[config.mk]
export PLATFORM = sky130hd
export DESIGN_NAME = mem_port_arbiter
export DESIGN_NICKNAME = d
export VERILOG_FILES = /design/src/rtl/mem_port_arbiter.sv
export SDC_FILE = /design/constraint.sdc
export NUM_CORES = 1
export LEC_CHECK = 0
export BUFFER_PORTS_ARGS = -buffer_cell sky130_fd_sc_hd__buf_2
export CORE_AREA = 10 10 99 101
export CTS_CLUSTER_SIZE = 28
export DETAILED_ROUTE_END_ITERATION = 10
export DIE_AREA = 0 0 109 111
export MAX_ROUTING_LAYER = met4
export PLACE_DENSITY_LB_ADDON = 0.25
export RECOVER_POWER = 50
export SYNTH_ARGS = -nofsm -noshare
export SYNTH_HDL_FRONTEND = slang
export SYNTH_SLANG_ARGS = --single-unit
export TNS_END_PERCENT = 10
[constraint.sdc]
create_clock -name clk -period 1.5 [get_ports clk]
set_input_delay 0.15 -clock clk [delete_from_list [all_inputs] [get_ports clk]]
set_output_delay 0.15 -clock clk [all_outputs]
set_load 0.005 [all_outputs]
[src/rtl/mem_port_arbiter.sv]
// mem_port_arbiter
// Shares one single-port, 1-cycle-read-latency memory between the fetch port
// and the load/store port. Only one access is issued per cycle. The owner of
// each in-flight read is registered so the read data goes back to that port.
// Conflict policy:
//   default                  - data has priority. A saturating wait counter
//                              forces a fetch grant after MAX_WAIT lost cycles.
//   ARB_ROUND_ROBIN_EN       - on a conflict, the port that did not win the
//                              previous conflict wins this one.
module mem_port_arbiter #(
   parameter int AW       = 32,
   parameter int DW       = 32,
   parameter int MAX_WAIT = 4
) (
   input  logic            clk,
   input  logic            rst,
   // fetch port
   input  logic            if_req,
   input  logic [AW-1:0]   if_addr,
   output logic            if_gnt,
   output logic            if_rvalid,
   output logic [DW-1:0]   if_rdata,
   // load/store port
   input  logic            d_req,
   input  logic            d_we,
   input  logic [DW/8-1:0] d_be,
   input  logic [AW-1:0]   d_addr,
   input  logic [DW-1:0]   d_wdata,
   output logic            d_gnt,
   output logic            d_rvalid,
   output logic [DW-1:0]   d_rdata,
   // memory port
   output logic            mem_en,
   output logic            mem_we,
   output logic [DW/8-1:0] mem_be,
   output logic [AW-1:0]   mem_addr,
   output logic [DW-1:0]   mem_wdata,
   input  logic [DW-1:0]   mem_rdata
);

   localparam int BW = DW / 8;

   logic w_conflict;
   logic w_fetch_wins;   // fetch takes a conflict cycle
   logic w_if_sel;       // arbitration result before reset gating
   logic w_d_sel;

   logic r_rd_pend;      // a read was issued last cycle
   logic r_rd_owner;     // 0 = fetch, 1 = data

   assign w_conflict = if_req & d_req;

`ifdef ARB_ROUND_ROBIN_EN
   logic r_last_winner;  // 0 = fetch, 1 = data; winner of the latest conflict

   assign w_fetch_wins = r_last_winner;

   // Remember who won the most recent conflict so the other side wins next time
   always_ff @(posedge clk or posedge rst) begin
      if (rst) begin
         r_last_winner <= 1'b0;
      end else if (w_conflict) begin
         r_last_winner <= ~w_fetch_wins;
      end
   end
`else
   localparam int WCW = $clog2(MAX_WAIT + 1);

   logic [WCW-1:0] r_wait_cnt;  // consecutive cycles fetch requested but lost

   assign w_fetch_wins = (r_wait_cnt == WCW'(MAX_WAIT));

   // Count lost fetch cycles and saturate; clear once fetch is served or idle
   always_ff @(posedge clk or posedge rst) begin
      if (rst) begin
         r_wait_cnt <= '0;
      end else if (if_req && !if_gnt) begin
         if (r_wait_cnt != WCW'(MAX_WAIT)) begin
            r_wait_cnt <= r_wait_cnt + 1'b1;
         end
      end else begin
         r_wait_cnt <= '0;
      end
   end
`endif

   // The memory-side mux follows the raw selection so its fields track the
   // inputs even during reset; only the handshakes are gated by reset.
   assign w_if_sel = if_req & (~d_req | w_fetch_wins);
   assign w_d_sel  = d_req & ~w_if_sel;

   assign if_gnt = w_if_sel & ~rst;
   assign d_gnt  = w_d_sel & ~rst;
   assign mem_en = if_gnt | d_gnt;

   // Route the selected requester onto the memory port, all zeros when idle
   always_comb begin
      mem_we    = 1'b0;
      mem_be    = '0;
      mem_addr  = '0;
      mem_wdata = '0;
      if (w_if_sel) begin
         mem_be   = {BW{1'b1}};
         mem_addr = if_addr;
      end else if (w_d_sel) begin
         mem_we    = d_we;
         mem_be    = d_we ? d_be : {BW{1'b1}};
         mem_addr  = d_addr;
         mem_wdata = d_wdata;
      end
   end

   // Track the owner of the read issued this cycle; its data returns next cycle
   always_ff @(posedge clk or posedge rst) begin
      if (rst) begin
         r_rd_pend  <= 1'b0;
         r_rd_owner <= 1'b0;
      end else begin
         r_rd_pend  <= mem_en & ~mem_we;
         r_rd_owner <= d_gnt;
      end
   end

   assign if_rvalid = r_rd_pend & ~r_rd_owner;
   assign d_rvalid  = r_rd_pend & r_rd_owner;
   assign if_rdata  = if_rvalid ? mem_rdata : '0;
   assign d_rdata   = d_rvalid ? mem_rdata : '0;

endmodule

Yosys cells after proc, flatten, opt, wreduce, memory -nomap -nowiden --
Index checks and enable logic that the tools add are counted. Widths: inputs -> output; s select.
Storage, ports and cells: logic and storage cells 36, output and inout port bits 138, input bits 137, bits in registers 5
Cells by class: eq/ne operators 3, bitwise operators 14, muxes and demuxes 13, add/sub/neg operators 1, reduce and logical (&&, ||, !) cells 2
Operator list (count):
- $mux 32 | 6
- $mux 4 | 3
- $and 1x1->1 | 7
- $mux 3 | 2
- $not 1->1 | 5
- $add 3x1->3 const B | 1
- $eq 3x3->1 const B | 1
- $ne 3x3->1 const B | 1
- $mux 1 | 2
- $ne 2x1->1 const B | 1
- $or 1x1->1 | 2
- $logic_and 1x1->1 | 1
- $logic_not 1->1 | 1

Logic depth before layout (Yosys ltp) --
Gate-level depths: netlist of run 1.
depth after elaboration 9, mapped depth 7, mapped depth without buffers 5

Least setup slack after synthesis of run 1 --
OpenSTA, ideal clock, no wires.
path type register -> output, from register r_wait_cnt[0], to output mem_addr[10], path buffers 2, slack -0.106 ns, data arrival time 1.456 ns, cell stages (with the launch flop) 8, required time 1.350 ns, path through dfrtp_1 -> inv_1 -> ha_1 -> nand3_2 -> and2_1 -> buf_6 -> buf_6 -> a22o_1
On the way: longest elaborated chain between the ends 7
Ends and longest elaborated chain:
- from (decl) | RTL line 69 | logic [WCW-1:0] r_wait_cnt;
- from (signal assigned) | RTL line 79 | r_wait_cnt <= r_wait_cnt + 1'b1;
- $eq 3x3->1 (*) | RTL line 71 | assign w_fetch_wins = (r_wait_cnt == WCW'(MAX_WAIT));
- $or 1x1->1 (*) | RTL line 89 | assign w_if_sel = if_req & (~d_req | w_fetch_wins);
- $and 1x1->1 (*) | RTL line 89
- $not 1->1 | RTL line 90 | assign w_d_sel = d_req & ~w_if_sel;
- $and 1x1->1 | RTL line 90
- $mux 32 | RTL line 105 | end else if (w_d_sel) begin
- $mux 32 (*) | RTL line 102 | if (w_if_sel) begin
- to (decl) | RTL line 36 | output logic [AW-1:0] mem_addr,
Mark *: on every way between the ends. The rest lies on a longest branch, timed or not.

Worst setup path after layout of run 1 --
from register r_wait_cnt[0], to output mem_addr[25]
The elaborated chain is that of the path after synthesis.

==> results of run 1 <==
==> Yosys cell counts (all sizes together), types with 3 or more instances <==
| master | number |
|---|---|
| and3 | 66 |
| and2 | 35 |
| a22o | 32 |
| clkbuf | 16 |
| nand2 | 11 |
| buf | 9 |
| dfrtp | 5 |
| o21ai | 5 |
| inv | 4 |
| nor2 | 3 |
==> metrics by stage <==
stage	worst slack, ns	util (%)
6_report	-0.206	36.4
5_1_grt	-0.280	36.4
4_1_cts	-0.218	36.8
3_5_place_dp	-0.0480	35.3
3_3_place_gp	-0.0156	35.3
2_1_floorplan	0.00615	-
==> area by class of cell <==
type / count / area (sq um)
flip-flops and latches: 5 / 125
fillers: 885 / 5070
inverters: 4 / 15.0
clock buffers: 4 / 45.0
repair buffers: 283 / 1410
multi-input cells: 170 / 1170
well taps: 105 / 131
==> final timing paths <==
kind | from | endpoint | slack (ns) | depth (start not counted)
min reg2reg | r_wait_cnt[0] | r_wait_cnt[0] | 0.58 | 3
max | r_wait_cnt[0] | mem_addr[25] | -0.21 | 6
max in group asynchronous | rst | r_wait_cnt[2] | 0.76 | 3
min | rst | r_rd_pend | 0.26 | 2
max reg2reg | r_wait_cnt[0] | r_wait_cnt[2] | 0.22 | 5
min in group asynchronous | rst | r_wait_cnt[1] | 0.53 | 3
==> power groups by stage <==
stage | sequential [mW] | clock, mW | combinational, mW
after floorplan | 0.153 | 0 | 0.303
after global placement | 0.151 | 0 | 0.685
after detailed placement | 0.152 | 0 | 0.686
after CTS | 0.150 | 0.262 | 0.720
after global routing | 0.151 | 0.269 | 0.785
final | 0.150 | 0.255 | 0.705
==> cell families after synthesis <==
logic type | count (synthesis) | share of synthesized area [%]
and+or+nand+nor | 118 | 51.0
AOI/OAI and AO/OA | 43 | 25.0
buffers and inverters | 29 | 12.4
DFF | 5 | 9.01
adders and majority gates | 2 | 1.80
muxes | 1 | 0.811
==> sequential cells by signal (all words and copies together), names as in the netlist <==
register    cells
r_wait_cnt      3
r_rd_owner      1
r_rd_pend       1
==> layer usage <==
| metal | wire length, um | vias to the layer above | track usage (%) |
|---|---|---|---|
| li1 | - | 1267 | - |
| met1 | 3570 | 1133 | 14.8 |
| met2 | 4850 | 156 | 26.3 |
| met3 | 914 | 13 | 3.26 |
| met4 | 199 | 0 | 4.66 |
| met5 | 0 | - | - |
==> critical path, delay by kind of cell (launching register included) <==
| kind | cells | cell delay, ns |
|---|---|---|
| AO/OA/AOI/OAI | 1 | 0.24 |
| adder cells (fa/ha/maj) | 1 | 0.15 |
| buffers and inverters | 2 | 0.21 |
| flip-flops | 1 | 0.38 |
| AND/OR/NAND/NOR | 2 | 0.36 |
==> repair_timing <==
action,in CTS,in global routing
hold buffers,1,0
endpoints found under the setup margin,71,71
endpoints found under the hold margin,5,0
gates cloned,6,0
pin swaps,9,6
gates resized for setup,9,0
==> results.py, run 1 <==
metrics = {
    "synth": {
        "syn_nets": 337,
        "synth_top_area_share_pct": 29.7,
        "synth_area_leaders": "and3_1 (30%), a22o_1 (20%), and2_1 (15%)",
        "syn_area_sq_mm": 0.00139,
        "yosys_register_bits": 5,
        "yosysWarnings": 0,
        "synth_top_area_cell": "and3_1",
        "syn_inst": 198,
        "synth_ff_type": "dfrtp_1",
        "ys_types": 21,
        "syn_avg_cell_area_sq_um": 7.01,
        "synth-edff-count": 0,
        "seq_area_frac_synth_pct": 9.01,
        "async_flop_share_pct": 100,
    },
    "grt": {
        "grt_pass1_vias": 2716,
        "grt_pass1_wl_um": 13900,
        "grt_max_degree": 39,
        "grt_use_total_pct": 14.5,
        "grt-ovfl-total": 0,
        "antenna_found_initial": 0,
    },
    "power_and_ir_drop": {
        "p_seq_share_pct": 13.5,
        "pwr-share-clk_pct": 23.0,
        "switching_share_pct": 35.5,
        "p_per_area_mw_per_mm2": 383,
        "peakVddDrop_v": 0.000249,
        "p_total_mw": 1.11,
        "share_comb_of_total_power_pct": 63.5,
        "p_leak_nw": 1.96,
        "p_sw_mw": 0.394,
        "power.internal_mw": 0.716,
    },
    "sta": {
        "finalHoldViolCount": 0,
        "rsz0062_at_grt": "true",
        "timing.hold.ws_ns": 0.259,
        "finalCritPeriodShare_pct": 114,
        "finalSetupViolations": 71,
        "max_slew.worst_pin.slew_ns": 0.490,
        "fmax_mhz": 586,
        "period_minus_slack_ns": 1.71,
        "clock_skew_ns": 0.00482,
        "timing.setup.tns_ns": -10.73,
        "setup_ws_ns": -0.206,
        "relSlewSlack_pct": 67.4,
        "drv_slew": 0,
    },
    "finish": {
        "final_cell_mix": "buf_2 (249), and3_1 (66), and2_1 (33)",
        "layoutNonFillerInstCount": 571,
        "drive_gt1_share_pct": 58.8,
        "antennaDiodeCount": 0,
        "final_nets": 606,
        "fin_area_sq_mm": 0.00290,
        "layout_commonest_cell": "buf_2",
        "area_delta_synth_final_pct": 109,
    },
    "worst_setup_path": {
        "crit_required_ns": 1.35,
        "critPathKind": "reg -> out",
        "cp_cell_sequence": "inv_2 > ha_4 > nand3_4 > and2_4 > a22o_1 > buf_2",
        "crit_fanout": 8,
        "critPathMaxStageDelay_ns": 0.38,
        "crit_path_end_kind": "output port",
        "cp-start-kind": "flop",
        "crit_arrival_ns": 1.56,
        "slowest_stage": "dfrtp_1",
    },
    "detailed_routing": {
        "num_vias": 2569,
        "post_drt_wl_per_cell_um": 16.7,
        "routed_via_density": 4.50,
        "initialDrtViolationCount": 90,
        "drt-total-wl_um": 9540,
        "dr.pass1.iters": 4,
        "route.detailed.drc": 0,
        "final_antenna_net_count": 0,
    },
    "placed_design": {
        "io_buffers": 274,
        "gp_congestion": 0.831,
        "dp_cells": 560,
        "placed_area_sq_mm": 0.00282,
        "dp.final_hpwl_um": 7700,
    },
    "clock_network": {
        "cts_tree": "yes",
        "cts_buffer_depth": 2,
        "insertion_delay_ns": 0.23,
        "cts_buffers": 3,
        "cts.sinks": 5,
        "post_cts_buffers": 0,
        "cts_root_buf": "clkbuf_8",
        "h-tree-depth": 1,
        "clk_pin_slew_ns": 0.04,
    },
    "status": {
        "violations": "negative setup slack",
        "status": "complete, but fails checks",
    },
    "floorplanning": {
        "core-area_sq_mm": 0.00797,
        "dieArea_sq_mm": 0.0121,
        "die_h_um": 111,
        "io_pins": 275,
        "fp.dieW_um": 109,
        "initial_core_util_pct": 17.4,
        "rows": 33,
    },
    "flow_run": {
        "cap_violations": 0,
    },
    "min_path": {
        "worstHoldPathType": "in -> reg",
    },
}
(Power assumes the default switching activity.)
==> inputs of run 2 (changes only) <==
==> constraint.sdc (replaced) <==
create_clock -name clk -period 1.5 [get_ports clk]
set_input_delay 0.075 -clock clk [delete_from_list [all_inputs] [get_ports clk]]
set_output_delay 0.075 -clock clk [all_outputs]
set_load 0.005 [all_outputs]
==> run 2 against run 1 <==
Effect of this change: maximum frequency grew 5.4%; cell count is 0.18% higher; register-to-register slack about the same; count of clock-buffer cells in the layout stayed put; routed wire length decreased by 2.0%; the flow still finishes with violations (negative setup slack); sequential share of layout area is 0.13 points lower; via count fell by 3.0%; worst hold slack got worse by 0.049 ns; sequential cell count stayed put; clock power decreased by 4%; clock skew decreased by 0.0045 ns.
==> results.py, run 2 (synthesis gave the netlist of run 1 again) <==
metrics = {
    "status": {
        "status": "complete, but fails checks",
        "violations": "negative setup slack",
    },
    "finish": {
        "largest_reg_flops": 3,
        "top_register": "r_wait_cnt",
        "layout_commonest_cell": "buf_2",
        "drive_gt1_share_pct": 64.7,
        "antennaDiodeCount": 0,
        "final_core_util_pct": 37.6,
        "multi_input_area_sq_mm": 0.00119,
        "ff_latch_area_sq_um": 125,
        "final_nets": 607,
        "final_cell_mix": "buf_2 (268), and3_1 (62), and2_1 (33)",
        "area_delta_synth_final_pct": 115,
        "num-fill-cells": 872,
        "reg.largest.list": "r_wait_cnt (3), r_rd_owner (1), r_rd_pend (1)",
    },
    "detailed_routing": {
        "post_drt_wl_per_cell_um": 16.4,
        "final_antenna_net_count": 0,
        "initialDrtViolationCount": 117,
        "num_vias": 2493,
        "drt-total-wl_um": 9350,
        "route.detailed.drc": 0,
        "routed_via_density": 4.36,
        "dr.pass1.iters": 4,
    },
    "floorplanning": {
        "fp.dieW_um": 109,
        "rows": 33,
        "core-area_sq_mm": 0.00797,
        "io_pins": 275,
        "initial_core_util_pct": 17.4,
        "die_h_um": 111,
        "dieArea_sq_mm": 0.0121,
    },
    "worst_setup_path": {
        "crit_fanout": 8,
        "critPathKind": "reg -> out",
        "reg2reg_from": "r_wait_cnt[0]",
        "crit_arrival_ns": 1.54,
        "cp-start-kind": "flop",
        "crit_path_end_kind": "output port",
        "reg2reg_slack_ns": 0.21,
        "reg2reg_to": "r_wait_cnt[2]",
        "ff2ff_path_depth": 5,
        "cp-startpoint": "r_wait_cnt[0]",
        "crit_required_ns": 1.42,
    },
    "power_and_ir_drop": {
        "p_total_mw": 1.12,
        "p_seq_share_pct": 13.4,
        "share_comb_of_total_power_pct": 64.8,
        "switching_share_pct": 34.3,
        "p_sw_mw": 0.383,
        "power.internal_mw": 0.733,
        "p_leak_nw": 2.07,
        "p_per_area_mw_per_mm2": 373,
        "peakVddDrop_v": 0.000278,
        "pwr-share-clk_pct": 21.9,
    },
    "min_path": {
        "min_to": "r_rd_pend",
        "holdPathStages": 4,
        "min_from": "d_we",
        "worstHoldPathType": "in -> reg",
    },
    "sta": {
        "clock_skew_ns": 0.000325,
        "fmax_mhz": 618,
        "finalSetupViolations": 66,
        "finalHoldViolCount": 0,
        "relSlewSlack_pct": 80.2,
        "rsz0062_at_grt": "true",
        "max_slew.worst_pin.slew_ns": 0.297,
        "setup_ws_ns": -0.118,
        "period_minus_slack_ns": 1.62,
        "finalCritPeriodShare_pct": 108,
        "drv_slew": 0,
    },
    "grt": {
        "grt_pass1_wl_um": 13800,
        "grt_max_degree": 43,
        "grt_pass1_vias": 2613,
        "grt-ovfl-total": 0,
        "grt_use_total_pct": 14.1,
        "antenna_found_initial": 0,
    },
    "clock_network": {
        "h-tree-depth": 1,
        "cts_buffers": 3,
        "insertion_delay_ns": 0.22,
        "cts_tree": "yes",
        "cts_root_buf": "clkbuf_8",
        "cts.sinks": 5,
        "cts_buffer_depth": 2,
        "clk_pin_slew_ns": 0.03,
    },
    "placed_design": {
        "dp.final_hpwl_um": 7660,
        "gp_congestion": 0.832,
        "io_buffers": 274,
    },
    "flow_run": {
        "cap_violations": 0,
    },
}
==> run 2: changes by cell type in the layout (fill, tap and decap cells not counted), moves of 3 or more <==
cell / previous run / this run
clkbuf_1: 26 / 3
and3_4: 0 / 4
and3_1: 66 / 62
buf_6: 1 / 4
buf_2: 249 / 268
buf_4: 4 / 8
==> run 2: how the worst max path moves through the flow <==
stage / to / slack, ns / cells past startpoint
floorplan: mem_addr[10] / 0.03 / 7
global placement: mem_addr[23] / 0.03 / 7
detailed placement: mem_addr[12] / 0.01 / 7
CTS: mem_addr[12] / -0.12 / 6
global route: mem_addr[5] / -0.19 / 6
finish: mem_addr[5] / -0.12 / 6
==> run 2: routing by layer <==
| layer | vias up | GRT usage [%] | routed length [um] |
|---|---|---|---|
| met4 | 0 | 2.73 | 35 |
| met2 | 136 | 26.4 | 4900 |
| met3 | 4 | 2.79 | 911 |
| li1 | 1264 | - | - |
| met1 | 1089 | 14.8 | 3510 |
| met5 | - | - | 0 |
==> run 2: worst max-delay path, cell delays in order (launching register included) <==
cell and delay, ns:
dfrtp_1 0.35, inv_2 0.06, ha_4 0.17, a21bo_4 0.23, and2_4 0.20, a22o_1 0.19
buf_2 0.13
==> run 2: power by group through the flow <==
| stage | clock (mW) | sequential (mW) | combinational (mW) |
|---|---|---|---|
| CTS | 0.250 | 0.149 | 0.721 |
| global placement | 0 | 0.150 | 0.683 |
| detailed placement | 0 | 0.150 | 0.687 |
| floorplan | 0 | 0.152 | 0.299 |
| global route | 0.264 | 0.150 | 0.805 |
| finish | 0.244 | 0.149 | 0.723 |
==> run 2: stage by stage <==
stage	hold WS [ns]	std cells	area (sq um)	setup TNS (ns)	worst slack, ns
after floorplan	-0.135	198	1400	0	0.0317
after global placement	0.0499	561	2830	0	0.0318
after detailed placement	0.0580	561	2830	0	0.0133
after CTS	0.212	571	2950	-4.46	-0.124
after global routing	0.249	572	2990	-9.55	-0.190
final	0.210	572	2990	-4.50	-0.118
==> run 2: cell type report <==
type / count / share of cell area, %
Multi-Input combinational cell: 170 / 39.8
Timing Repair Buffer: 284 / 49.6
Clock buffer: 4 / 1.51
Inverter: 4 / 0.502
Sequential cell: 5 / 4.18
Tap cell: 105 / 4.39
==> run 2: repair_timing <==
item	4_1_cts	5_1_grt
setup buffers	0	1
hold buffers	1	0
resized for setup	17	6
endpoints found under the hold margin	5	0
setup endpoints to repair	66	71
pin swaps	10	37
cloned	6	0
==> inputs of run 3 (changes only) <==
--- a/config.mk
+++ b/config.mk
@@ -5,14 +5,15 @@
 export SDC_FILE = /design/constraint.sdc
 export NUM_CORES = 1
 export LEC_CHECK = 0
+export ABC_AREA = 0
 export BUFFER_PORTS_ARGS = -buffer_cell sky130_fd_sc_hd__buf_2
 export CORE_AREA = 10 10 99 101
+export CTS_BUF_LIST = sky130_fd_sc_hd__clkbuf_16
 export CTS_CLUSTER_SIZE = 28
 export DETAILED_ROUTE_END_ITERATION = 10
 export DIE_AREA = 0 0 109 111
 export MAX_ROUTING_LAYER = met4
 export PLACE_DENSITY_LB_ADDON = 0.25
-export RECOVER_POWER = 50
 export SYNTH_ARGS = -nofsm -noshare
 export SYNTH_HDL_FRONTEND = slang
 export SYNTH_SLANG_ARGS = --single-unit
==> run 3 against run 2 <==
Effect of this change: the flow still finishes with violations (negative setup slack); register-to-register slack barely moved; critical path depth did not move; sequential cell count did not move; sequential share of layout area fell by 0.050 points; final area rose by 1.2%; largest cell class unchanged; highest routed layer unchanged.
==> results.py, run 3 (synthesis gave the netlist of run 1 again) <==
metrics = {
    "min_path": {
        "holdPathStages": 4,
        "min_from": "d_we",
        "worstHoldPathType": "in -> reg",
        "min_to": "r_rd_pend",
    },
    "worst_setup_path": {
        "reg2reg_slack_ns": 0.21,
        "cp-startpoint": "r_wait_cnt[0]",
        "cp_cell_sequence": "inv_2 > ha_4 > a21bo_4 > and2_4 > a22o_1 > buf_2",
        "crit_path_end_kind": "output port",
        "critPathMaxStageDelay_ns": 0.35,
        "crit_arrival_ns": 1.56,
        "ff2ff_path_depth": 5,
        "reg2reg_from": "r_wait_cnt[0]",
        "crit_required_ns": 1.42,
        "crit_family": "compound AO/OA/AOI/OAI gates",
        "path_buf_inv": 2,
        "reg2reg_to": "r_wait_cnt[2]",
        "slowest_stage": "dfrtp_1",
        "crit_fanout": 8,
        "cp-start-kind": "flop",
        "critPathKind": "reg -> out",
    },
    "power_and_ir_drop": {
        "p_total_mw": 1.31,
        "p_leak_nw": 2.09,
        "peakVddDrop_v": 0.000392,
        "p_per_area_mw_per_mm2": 433,
    },
    "detailed_routing": {
        "final_antenna_net_count": 0,
        "post_drt_wl_per_cell_um": 16.5,
        "route.detailed.drc": 0,
        "num_vias": 2506,
        "initialDrtViolationCount": 134,
        "drt-total-wl_um": 9440,
        "dr.pass1.iters": 4,
        "routed_via_density": 4.38,
    },
    "finish": {
        "layout_commonest_cell": "buf_2",
        "multi_input_area_sq_mm": 0.00119,
        "area_delta_synth_final_pct": 118,
        "final_nets": 607,
        "drive_gt1_share_pct": 65.1,
        "fin_area_sq_mm": 0.00303,
        "ff_latch_area_sq_um": 125,
        "top_register": "r_wait_cnt",
        "final_cell_mix": "buf_2 (270), and3_1 (62), and2_1 (33)",
        "layoutNonFillerInstCount": 572,
        "antennaDiodeCount": 0,
        "largest_reg_flops": 3,
        "num-fill-cells": 873,
        "reg.largest.list": "r_wait_cnt (3), r_rd_owner (1), r_rd_pend (1)",
    },
    "floorplanning": {
        "io_pins": 275,
        "fp.dieW_um": 109,
        "initial_core_util_pct": 17.4,
        "die_h_um": 111,
        "core-area_sq_mm": 0.00797,
        "rows": 33,
        "dieArea_sq_mm": 0.0121,
    },
    "clock_network": {
        "clk_pin_slew_ns": 0.03,
        "cts_root_buf": "clkbuf_16",
        "cts_buffer_depth": 2,
        "cts_buffers": 3,
        "h-tree-depth": 1,
        "cts.sinks": 5,
        "cts_tree": "yes",
        "insertion_delay_ns": 0.23,
    },
    "grt": {
        "grt_use_met3_pct": 2.79,
        "grt_pass1_vias": 2624,
        "grt_max_degree": 43,
        "grtUsageMet2_pct": 26.6,
        "grt_use_total_pct": 14.4,
        "grt_util_met1_pct": 14.8,
        "busiest_layer": "met2",
        "grt_pass1_wl_um": 13900,
        "grt-ovfl-total": 0,
        "antenna_found_initial": 0,
    },
    "sta": {
        "max_slew.worst_pin.slew_ns": 0.296,
        "setup_ws_ns": -0.137,
        "rsz0062_at_grt": "true",
        "drv_slew": 0,
        "finalHoldViolCount": 0,
        "finalCritPeriodShare_pct": 109,
        "relSlewSlack_pct": 80.3,
        "period_minus_slack_ns": 1.64,
        "clock_skew_ns": 0.00139,
        "finalSetupViolations": 66,
        "fmax_mhz": 611,
    },
    "placed_design": {
        "placed_area_sq_mm": 0.00283,
        "io_buffers": 274,
        "dp.final_hpwl_um": 7660,
        "gp_congestion": 0.832,
        "post-place-ws_ns": 0.0133,
        "dp_cells": 561,
    },
    "status": {
        "violations": "negative setup slack",
        "status": "complete, but fails checks",
    },
    "flow_run": {
        "cap_violations": 0,
    },
}
## run 3: cell count changes in the layout (fill, tap and decap cells not counted), sizes merged
cell / before / now
clkbuf: 6 / 3
buf: 281 / 283
inv: 4 / 5
## run 3: timing repair
action                     CTS  global route
hold buffers                 1             0
setup endpoints to repair   66            71
hold endpoints to repair     5             0
buffers inserted             0             1
gates cloned                 6             0
gates resized for setup     17             6
pin swaps                   10            37
## run 3: worst max path at each step
stage / to / slack [ns] / cells after the start
after floorplan: mem_addr[10] / 0.03 / 7
after global placement: mem_addr[23] / 0.03 / 7
after detailed placement: mem_addr[12] / 0.01 / 7
after CTS: mem_addr[12] / -0.14 / 6
after global routing: mem_addr[5] / -0.20 / 6
final: mem_addr[5] / -0.14 / 6
## run 3: report_power, final
group	leakage (nW)	switching [mW]	internal (mW)
sequential	0.0661	0.00555	0.144
clock	0.0423	0.0920	0.346
combinational	1.99	0.316	0.408
## run 3: metal layers
| layer | vias to the layer above | wire, um |
|---|---|---|
| li1 | 1264 | - |
| met5 | - | 0 |
| met4 | 0 | 127 |
| met1 | 1092 | 3520 |
| met2 | 141 | 4860 |
| met3 | 9 | 931 |
## run 3: final cells by class
type / instances / share of cell area (%)
Inverter: 4 / 0.496
Tap cell: 105 / 4.34
Timing Repair Buffer: 284 / 49.1
Sequential cell: 5 / 4.13
Multi-Input combinational cell: 170 / 39.4
Clock buffer: 3 / 2.48
Clock inverter: 1 / 0.124
## run 3: stage by stage
stage | util, % | hold slack [ns] | TNS, ns
6_report | 38.0 | 0.198 | -5.73
5_1_grt | 38.0 | 0.237 | -10.29
4_1_cts | 37.5 | 0.202 | -5.52
3_5_place_dp | 35.5 | 0.0580 | 0
3_3_place_gp | 35.5 | 0.0499 | 0
2_1_floorplan | - | -0.135 | 0
## run 3: worst min-delay path, stage by stage
cell,delay (ns)
buf_2,0.08
inv_1,0.07
nand2_1,0.07
a21oi_1,0.08
